===== src/rtl/sdram_pkg.sv =====
// Shared definitions for the SDRAM request front-end: address field widths,
// default bus widths, the request record and the issue FSM state type.
package sdram_pkg;

   localparam int COL_WIDTH  = 9;
   localparam int ROW_WIDTH  = 12;
   localparam int BANK_WIDTH = 2;

   localparam int DEFAULT_FPGA_ADDR_WIDTH = BANK_WIDTH + ROW_WIDTH + COL_WIDTH;
   localparam int DEFAULT_FPGA_DATA_WIDTH = 32;

   // Outstanding-read counter width; covers the 1..15 limit range.
   localparam int RD_OUT_WIDTH = 4;

   typedef struct packed {
      logic [DEFAULT_FPGA_ADDR_WIDTH-1:0] addr;
      logic                               wr_en;
      logic [DEFAULT_FPGA_DATA_WIDTH-1:0] wr_data;
   } sdram_req_t;

   typedef enum logic {
      S_IDLE = 1'b0,
      S_REQ  = 1'b1
   } issue_state_t;

   function automatic logic [DEFAULT_FPGA_ADDR_WIDTH-1:0] pack_addr(
      input logic [BANK_WIDTH-1:0] bank,
      input logic [ROW_WIDTH-1:0]  row,
      input logic [COL_WIDTH-1:0]  col
   );
      return {bank, row, col};
   endfunction

endpackage


===== src/rtl/sdram_req_fifo.sv =====
// Synchronous request FIFO: array storage, wrap-around pointers and an
// occupancy count. The head entry is read combinationally from the array.
module sdram_req_fifo
   import sdram_pkg::*;
#(
   parameter int  DEPTH = 4,
   parameter type T     = sdram_req_t
) (
   input  logic                   clk,
   input  logic                   reset,
   input  logic                   i_push,
   input  T                       i_push_data,
   input  logic                   i_pop,
   output T                       o_head,
   output logic [$clog2(DEPTH):0] o_count,
   output logic                   o_empty
);

   localparam int            AW      = $clog2(DEPTH);
   localparam logic [AW:0]   DEPTH_C = (AW + 1)'(DEPTH);

   T              r_mem [DEPTH];
   logic [AW-1:0] r_wr_ptr;
   logic [AW-1:0] r_rd_ptr;
   logic [AW:0]   r_count;
   logic          w_full;
   logic          w_push;
   logic          w_pop;

   assign w_full  = (r_count == DEPTH_C);
   assign w_push  = i_push && !w_full;
   assign w_pop   = i_pop && (r_count != '0);

   always_ff @(posedge clk) begin
      if (w_push) begin
         r_mem[r_wr_ptr] <= i_push_data;
      end
   end

   // DEPTH is a power of two, so the pointers wrap by plain overflow.
   always_ff @(posedge clk) begin
      if (reset) begin
         r_wr_ptr <= '0;
         r_rd_ptr <= '0;
         r_count  <= '0;
      end else begin
         if (w_push) begin
            r_wr_ptr <= r_wr_ptr + 1'b1;
         end
         if (w_pop) begin
            r_rd_ptr <= r_rd_ptr + 1'b1;
         end
         case ({w_push, w_pop})
            2'b10:   r_count <= r_count + 1'b1;
            2'b01:   r_count <= r_count - 1'b1;
            default: r_count <= r_count;
         endcase
      end
   end

   assign o_head  = r_mem[r_rd_ptr];
   assign o_count = r_count;
   assign o_empty = (r_count == '0);

endmodule


===== src/rtl/sdram_req_queue.sv =====
// Host-side request queue in front of sdram_controller: FIFO, req/ack issue
// FSM, outstanding-read tracking and read return. SDRAM_REQ_QUEUE_BYPASS_EN
// lets a request skip the empty FIFO straight into the output register.
module sdram_req_queue
   import sdram_pkg::*;
#(
   parameter int FPGA_ADDR_WIDTH    = DEFAULT_FPGA_ADDR_WIDTH,
   parameter int FPGA_DATA_WIDTH    = DEFAULT_FPGA_DATA_WIDTH,
   parameter int DEPTH              = 4,
   parameter int MAX_RD_OUTSTANDING = 4
) (
   input  logic                       clk,
   input  logic                       reset,
   input  logic                       host_valid,
   output logic                       host_ready,
   input  logic [FPGA_ADDR_WIDTH-1:0] host_addr,
   input  logic                       host_wr_en,
   input  logic [FPGA_DATA_WIDTH-1:0] host_wr_data,
   output logic                       host_rd_valid,
   output logic [FPGA_DATA_WIDTH-1:0] host_rd_data,
   output logic                       ctrl_req,
   output logic [FPGA_ADDR_WIDTH-1:0] ctrl_addr,
   output logic                       ctrl_wr_en,
   output logic [FPGA_DATA_WIDTH-1:0] ctrl_wr_data,
   input  logic                       ctrl_ack,
   input  logic                       ctrl_rd_valid,
   input  logic [FPGA_DATA_WIDTH-1:0] ctrl_rd_data,
   output logic                       rd_underflow
);

   typedef struct packed {
      logic [FPGA_ADDR_WIDTH-1:0] addr;
      logic                       wr_en;
      logic [FPGA_DATA_WIDTH-1:0] wr_data;
   } req_t;

   localparam int                      CW      = $clog2(DEPTH) + 1;
   localparam logic [CW-1:0]           DEPTH_C = CW'(DEPTH);
   localparam logic [RD_OUT_WIDTH-1:0] RD_MAX  = RD_OUT_WIDTH'(MAX_RD_OUTSTANDING);

   issue_state_t               r_state;
   logic                       r_ready_en;
   logic                       r_req;
   logic [FPGA_ADDR_WIDTH-1:0] r_addr;
   logic                       r_wr_en;
   logic [FPGA_DATA_WIDTH-1:0] r_wr_data;
   logic [RD_OUT_WIDTH-1:0]    r_rd_out;
   logic                       r_rd_valid;
   logic [FPGA_DATA_WIDTH-1:0] r_rd_data;
   logic                       r_underflow;

   req_t                       w_push_req;
   req_t                       w_head;
   req_t                       w_issue_req;
   logic [CW-1:0]              w_fifo_count;
   logic                       w_fifo_empty;
   logic                       w_push;
   logic                       w_fifo_push;
   logic                       w_rd_room;
   logic                       w_pop;
   logic                       w_bypass;
   logic                       w_issue;
   logic                       w_rd_inc;

   // r_ready_en keeps host_ready low through reset and releases it one cycle later.
   assign host_ready = r_ready_en && (w_fifo_count < DEPTH_C);
   assign w_push     = host_valid && host_ready;
   assign w_rd_room  = (r_rd_out < RD_MAX);

   always_comb begin
      w_push_req         = '0;
      w_push_req.addr    = host_addr;
      w_push_req.wr_en   = host_wr_en;
      w_push_req.wr_data = host_wr_data;
   end

   // A read at the head that has no room blocks everything behind it.
   assign w_pop = (r_state == S_IDLE) && !w_fifo_empty && (w_head.wr_en || w_rd_room);

`ifdef SDRAM_REQ_QUEUE_BYPASS_EN
   assign w_bypass = w_push && w_fifo_empty && (r_state == S_IDLE) && (host_wr_en || w_rd_room);
`else
   assign w_bypass = 1'b0;
`endif

   assign w_fifo_push = w_push && !w_bypass;
   assign w_issue     = w_pop || w_bypass;
   assign w_issue_req = w_pop ? w_head : w_push_req;
   assign w_rd_inc    = (r_state == S_REQ) && ctrl_ack && !r_wr_en;

   sdram_req_fifo #(
      .DEPTH (DEPTH),
      .T     (req_t)
   ) u_fifo (
      .clk         (clk),
      .reset       (reset),
      .i_push      (w_fifo_push),
      .i_push_data (w_push_req),
      .i_pop       (w_pop),
      .o_head      (w_head),
      .o_count     (w_fifo_count),
      .o_empty     (w_fifo_empty)
   );

   always_ff @(posedge clk) begin
      if (reset) begin
         r_ready_en <= 1'b0;
      end else begin
         r_ready_en <= 1'b1;
      end
   end

   always_ff @(posedge clk) begin
      if (reset) begin
         r_state   <= S_IDLE;
         r_req     <= 1'b0;
         r_addr    <= '0;
         r_wr_en   <= 1'b0;
         r_wr_data <= '0;
      end else begin
         case (r_state)
            S_IDLE: begin
               if (w_issue) begin
                  r_addr    <= w_issue_req.addr;
                  r_wr_en   <= w_issue_req.wr_en;
                  r_wr_data <= w_issue_req.wr_data;
                  r_req     <= 1'b1;
                  r_state   <= S_REQ;
               end
            end
            S_REQ: begin
               if (ctrl_ack) begin
                  r_req   <= 1'b0;
                  r_state <= S_IDLE;
               end
            end
            default: begin
               r_req   <= 1'b0;
               r_state <= S_IDLE;
            end
         endcase
      end
   end

   // A return with nothing outstanding is flagged but never wraps the counter.
   always_ff @(posedge clk) begin
      if (reset) begin
         r_rd_out    <= '0;
         r_underflow <= 1'b0;
      end else begin
         case ({w_rd_inc, ctrl_rd_valid})
            2'b10:   r_rd_out <= r_rd_out + 1'b1;
            2'b01:   r_rd_out <= (r_rd_out != '0) ? r_rd_out - 1'b1 : r_rd_out;
            default: r_rd_out <= r_rd_out;
         endcase
         if (ctrl_rd_valid && (r_rd_out == '0)) begin
            r_underflow <= 1'b1;
         end
      end
   end

   always_ff @(posedge clk) begin
      if (reset) begin
         r_rd_valid <= 1'b0;
         r_rd_data  <= '0;
      end else begin
         r_rd_valid <= ctrl_rd_valid;
         r_rd_data  <= ctrl_rd_data;
      end
   end

   assign ctrl_req      = r_req;
   assign ctrl_addr     = r_addr;
   assign ctrl_wr_en    = r_wr_en;
   assign ctrl_wr_data  = r_wr_data;
   assign host_rd_valid = r_rd_valid;
   assign host_rd_data  = r_rd_data;
   assign rd_underflow  = r_underflow;

endmodule


===== config.mk =====
export PLATFORM = sky130hd
export DESIGN_NAME = sdram_req_queue
export DESIGN_NICKNAME = d
export VERILOG_FILES = /design/src/rtl/sdram_pkg.sv /design/src/rtl/sdram_req_fifo.sv /design/src/rtl/sdram_req_queue.sv
export SDC_FILE = /design/constraint.sdc
export NUM_CORES = 1
export LEC_CHECK = 0
export CAP_MARGIN = 40
export CORE_MARGIN = 8
export CORE_UTILIZATION = 41
export DETAILED_ROUTE_END_ITERATION = 10
export PLACE_DENSITY_LB_ADDON = 0.3
export SYNTH_ARGS = -nofsm -noshare
export SYNTH_HDL_FRONTEND = slang
export SYNTH_SLANG_ARGS = --single-unit

===== constraint.sdc =====
create_clock -name clk -period 2.7 [get_ports clk]
set_clock_uncertainty 0.2 [all_clocks]
set_input_delay 0.54 -clock clk [delete_from_list [all_inputs] [get_ports clk]]
set_output_delay 0.54 -clock clk [all_outputs]
set_load 0.01 [all_outputs]

==> flow_metrics.env <==
export IMPL_seqCellArea_mm2=0.008856
export IMPL_fin_crit_sh_pct=89.62
export IMPL_syn2layout_area_growth_pct=30.60
export IMPL_nNetsFinal=1017
export IMPL_tritoncts="yes"
export IMPL_initial_core_util_pct=41.27
export IMPL_drv_cap=0
export IMPL_leakagePower_nw=5.085
export IMPL_finalInstanceArea_mm2=0.01530
export IMPL_drc_errors=0
export IMPL_worstPathRequired_ns=2.93
export IMPL_io_buffers=184
export IMPL_holdWs_ns=0.2518
export IMPL_synth_ff_type="edfxtp_1"
export IMPL_worst_pin_slew_ns=0.7339
export IMPL_clk_pin_slew_ns=0.06
export IMPL_reg2reg_to="u_fifo.o_count[2]$_SDFFE_PP0P_"
export IMPL_clock_sinks=330
export IMPL_pin_count=185
export IMPL_rows=62
export IMPL_setup_tns_ns=0
export IMPL_crit_chain="mux4_2, o211ai_4, inv_2, ha_1, inv_1, fa_1, xor2_1, or3_1, a21oi_1"
export IMPL_cp_top_family="multiplexers"
export IMPL_antenna_found_initial=1
export IMPL_cp_slowest_stage_delay_ns=0.55
export IMPL_start_kind="flop"
export IMPL_grt_pass1_wl_um=38780
export IMPL_hold_path_end="ctrl_addr[16]$_SDFFE_PP0P_"
export IMPL_slew_violations=0
export IMPL_root_buffer="clkbuf_16"
export IMPL_status="complete, no violations"
export IMPL_ys_ff_latch=330
export IMPL_cts_setup_buffers=0
export IMPL_power_density_mw_per_mm2=944.5
export IMPL_cp_end_kind="flop"
export IMPL_synth_avg_cell_area_um2=16.55
export IMPL_drive_gt1_share_pct=14.88
export IMPL_clk_insertion_delay_late_ns=0.51
export IMPL_grt_max_degree=60
export IMPL_ys_seq_area_share_pct=75.51
export IMPL_holdCritPathClass="reg -> reg"
export IMPL_grt_pass1_vias=6840
export IMPL_placed_area_mm2=0.01422
export IMPL_wl_per_cell_um=19.09
export IMPL_hold_viol=0
export IMPL_fin_util_pct=53.90
export IMPL_hpwl_um=15590
export IMPL_worst_slack_ns=0.2803
export IMPL_final_setup_viol_count=0
export IMPL_synth_cell_area_mm2=0.01172
export IMPL_multiInputGateArea_mm2=0.002663
export IMPL_max_clock_freq_ghz=0.4133
export IMPL_synth_edf_count=224
export IMPL_h_tree_depth=2
export IMPL_viasPerCell=4.884
export IMPL_fin_crit_ns=2.420
export IMPL_core_area_mm2=0.02839
export IMPL_cp_num_buf_inv=2
export IMPL_synth_nets=810
export IMPL_synth_cell_types=29
export IMPL_ys_warn_count=0
export IMPL_slowest_stage="mux4_2"
export IMPL_gr_total_overflow=0
export IMPL_reg2reg_slack_ns=0.28
export IMPL_ctsHoldBuffers=0
export IMPL_crit_type="reg -> reg"
export IMPL_fp_dieW_um=185.1
export IMPL_critPathMaxFanout=2
export IMPL_maxSlewHeadroom_pct=51.08
export IMPL_routed_wl_um=25300
export IMPL_die_area_mm2=0.03425
export IMPL_grt_use_total_pct=14.68
export IMPL_dp_worst_setup_slack_ns=0.04211
export IMPL_ir_worst_vdd_mv=0.5672
export IMPL_cts_buffers=35
export IMPL_rsz0062_at_grt="no"
export IMPL_min_path_cells=2
export IMPL_gp_routability_congestion=0.7549
export IMPL_holdCritStartpoint="ctrl_addr[16]$_SDFFE_PP0P_"
export IMPL_antenna_left=0
export IMPL_dr_pass1_iters=4
export IMPL_insertedDiodeCount=0
export IMPL_nFillCells=2329
export IMPL_worstPathArrival_ns=2.65
export IMPL_clk_path_buf_depth=3
export IMPL_synthCells=708
export IMPL_fp_dieH_um=185.1
export IMPL_via_count=6471
export IMPL_drtIter0Drc=231
export IMPL_reg2reg_depth=9
export IMPL_ys_async_sr_fraction_pct=0
export IMPL_cts_resized=0
## power by group
| part | switching (mW) | leakage (nW) | internal [mW] |
|---|---|---|---|
| logic | 1.98 | 1.64 | 1.72 |
| registers | 0.292 | 2.91 | 6.01 |
| clock network | 1.87 | 0.537 | 2.58 |
| total | 4.14 | 5.08 | 10.3 |
## cells by family (layout without fill, tap and decap cells)
| group | count (synthesis) | in the layout | share of synthesized area [%] |
|---|---|---|---|
| flops | 330 | 330 | 75.51 |
| simple gates | 182 | 182 | 6.897 |
| compound gates | 72 | 72 | 3.203 |
| mux | 57 | 57 | 10.85 |
| buf+inv | 51 | 284 | 1.932 |
| fa+ha+maj | 9 | 9 | 1.089 |
| xor+xnor | 7 | 7 | 0.5232 |
## placed cells by master (no fill, tap or decap), types with 12 or more instances in the layout
cell type / n
a21oi_1: 66
buf_4: 13
clkbuf_16: 37
nand2_1: 120
edfxtp_1: 224
inv_1: 12
nor2_1: 12
mux4_2: 56
clkdlybuf4s50_1: 183
dfxtp_1: 104
nor2b_1: 34
## per-stage QoR
stage	std cells	total power [mW]
2_1_floorplan	708	8.512
3_3_place_gp	1261	10.13
3_5_place_dp	1262	10.21
4_1_cts	1325	14.70
5_1_grt	1325	15.24
6_report	1325	14.45
## state kept, by name (all words and copies together), names as in the netlist, named ones only
register,flops
ctrl_addr,23
ctrl_req,1
ctrl_wr_data,32
ctrl_wr_en,1
host_rd_data,32
host_rd_valid,1
r_rd_out,4
r_ready_en,1
r_state,1
rd_underflow,1
u_fifo.o_count,3
u_fifo.r_mem,224
u_fifo.r_rd_ptr,2
u_fifo.r_wr_ptr,2
## worst min-delay path, cell delays in order, from the launching register on
cell     delay, ns
dfxtp_1       0.30
nand2_1       0.05
a21oi_1       0.05
## worst max path at each step
stage | from | endpoint | cells past startpoint
2_1_floorplan | flop | u_fifo.o_count[2]$_SDFFE_PP0P_ | 10
3_3_place_gp | host_valid | u_fifo.o_count[2]$_SDFFE_PP0P_ | 9
3_5_place_dp | host_valid | u_fifo.o_count[2]$_SDFFE_PP0P_ | 9
4_1_cts | flop | u_fifo.o_count[2]$_SDFFE_PP0P_ | 9
5_1_grt | flop | u_fifo.o_count[2]$_SDFFE_PP0P_ | 9
6_report | flop | u_fifo.o_count[2]$_SDFFE_PP0P_ | 9
## synthesized netlist by cell type (2+ instances only)
cell	n	area share (%)
edfxtp_1	224	57
nand2_1	120	3.8
dfxtp_1	106	18
a21oi_1	66	2.8
mux4_2	56	11
nor2b_1	34	1.8
clkbuf_1	22	0.70
buf_2	13	0.56
inv_1	12	0.38
nor2_1	12	0.38
ha_1	7	0.75
and2_1	4	0.21
nand3_1	4	0.17
xnor2_1	4	0.30
o21ai_0	3	0.13
or3_1	3	0.16
xor2_1	3	0.22
buf_6	2	0.19
fa_1	2	0.34
nand3b_1	2	0.13
## layer usage
metal  routed length, um  up-vias  share of wire [%]  GRT usage (%)
met5                  13        -              0.051              0
met4                 555        2                2.2          4.321
met3                1951       44                7.7          4.198
met2               11990      184                 47          24.66
met1               10790     3217                 43          18.26
li1                    -     3024                  -              -
## area by class of cell
class	count	area share (%)
flip-flops and latches	330	57.86
multi-input cells	327	17.40
repair buffers	208	14.22
clock buffers	48	6.475
inverters	13	0.3188
well taps	384	3.139
clock inverters	15	0.5804
No activity file was read; power rests on OpenSTA's default activity.
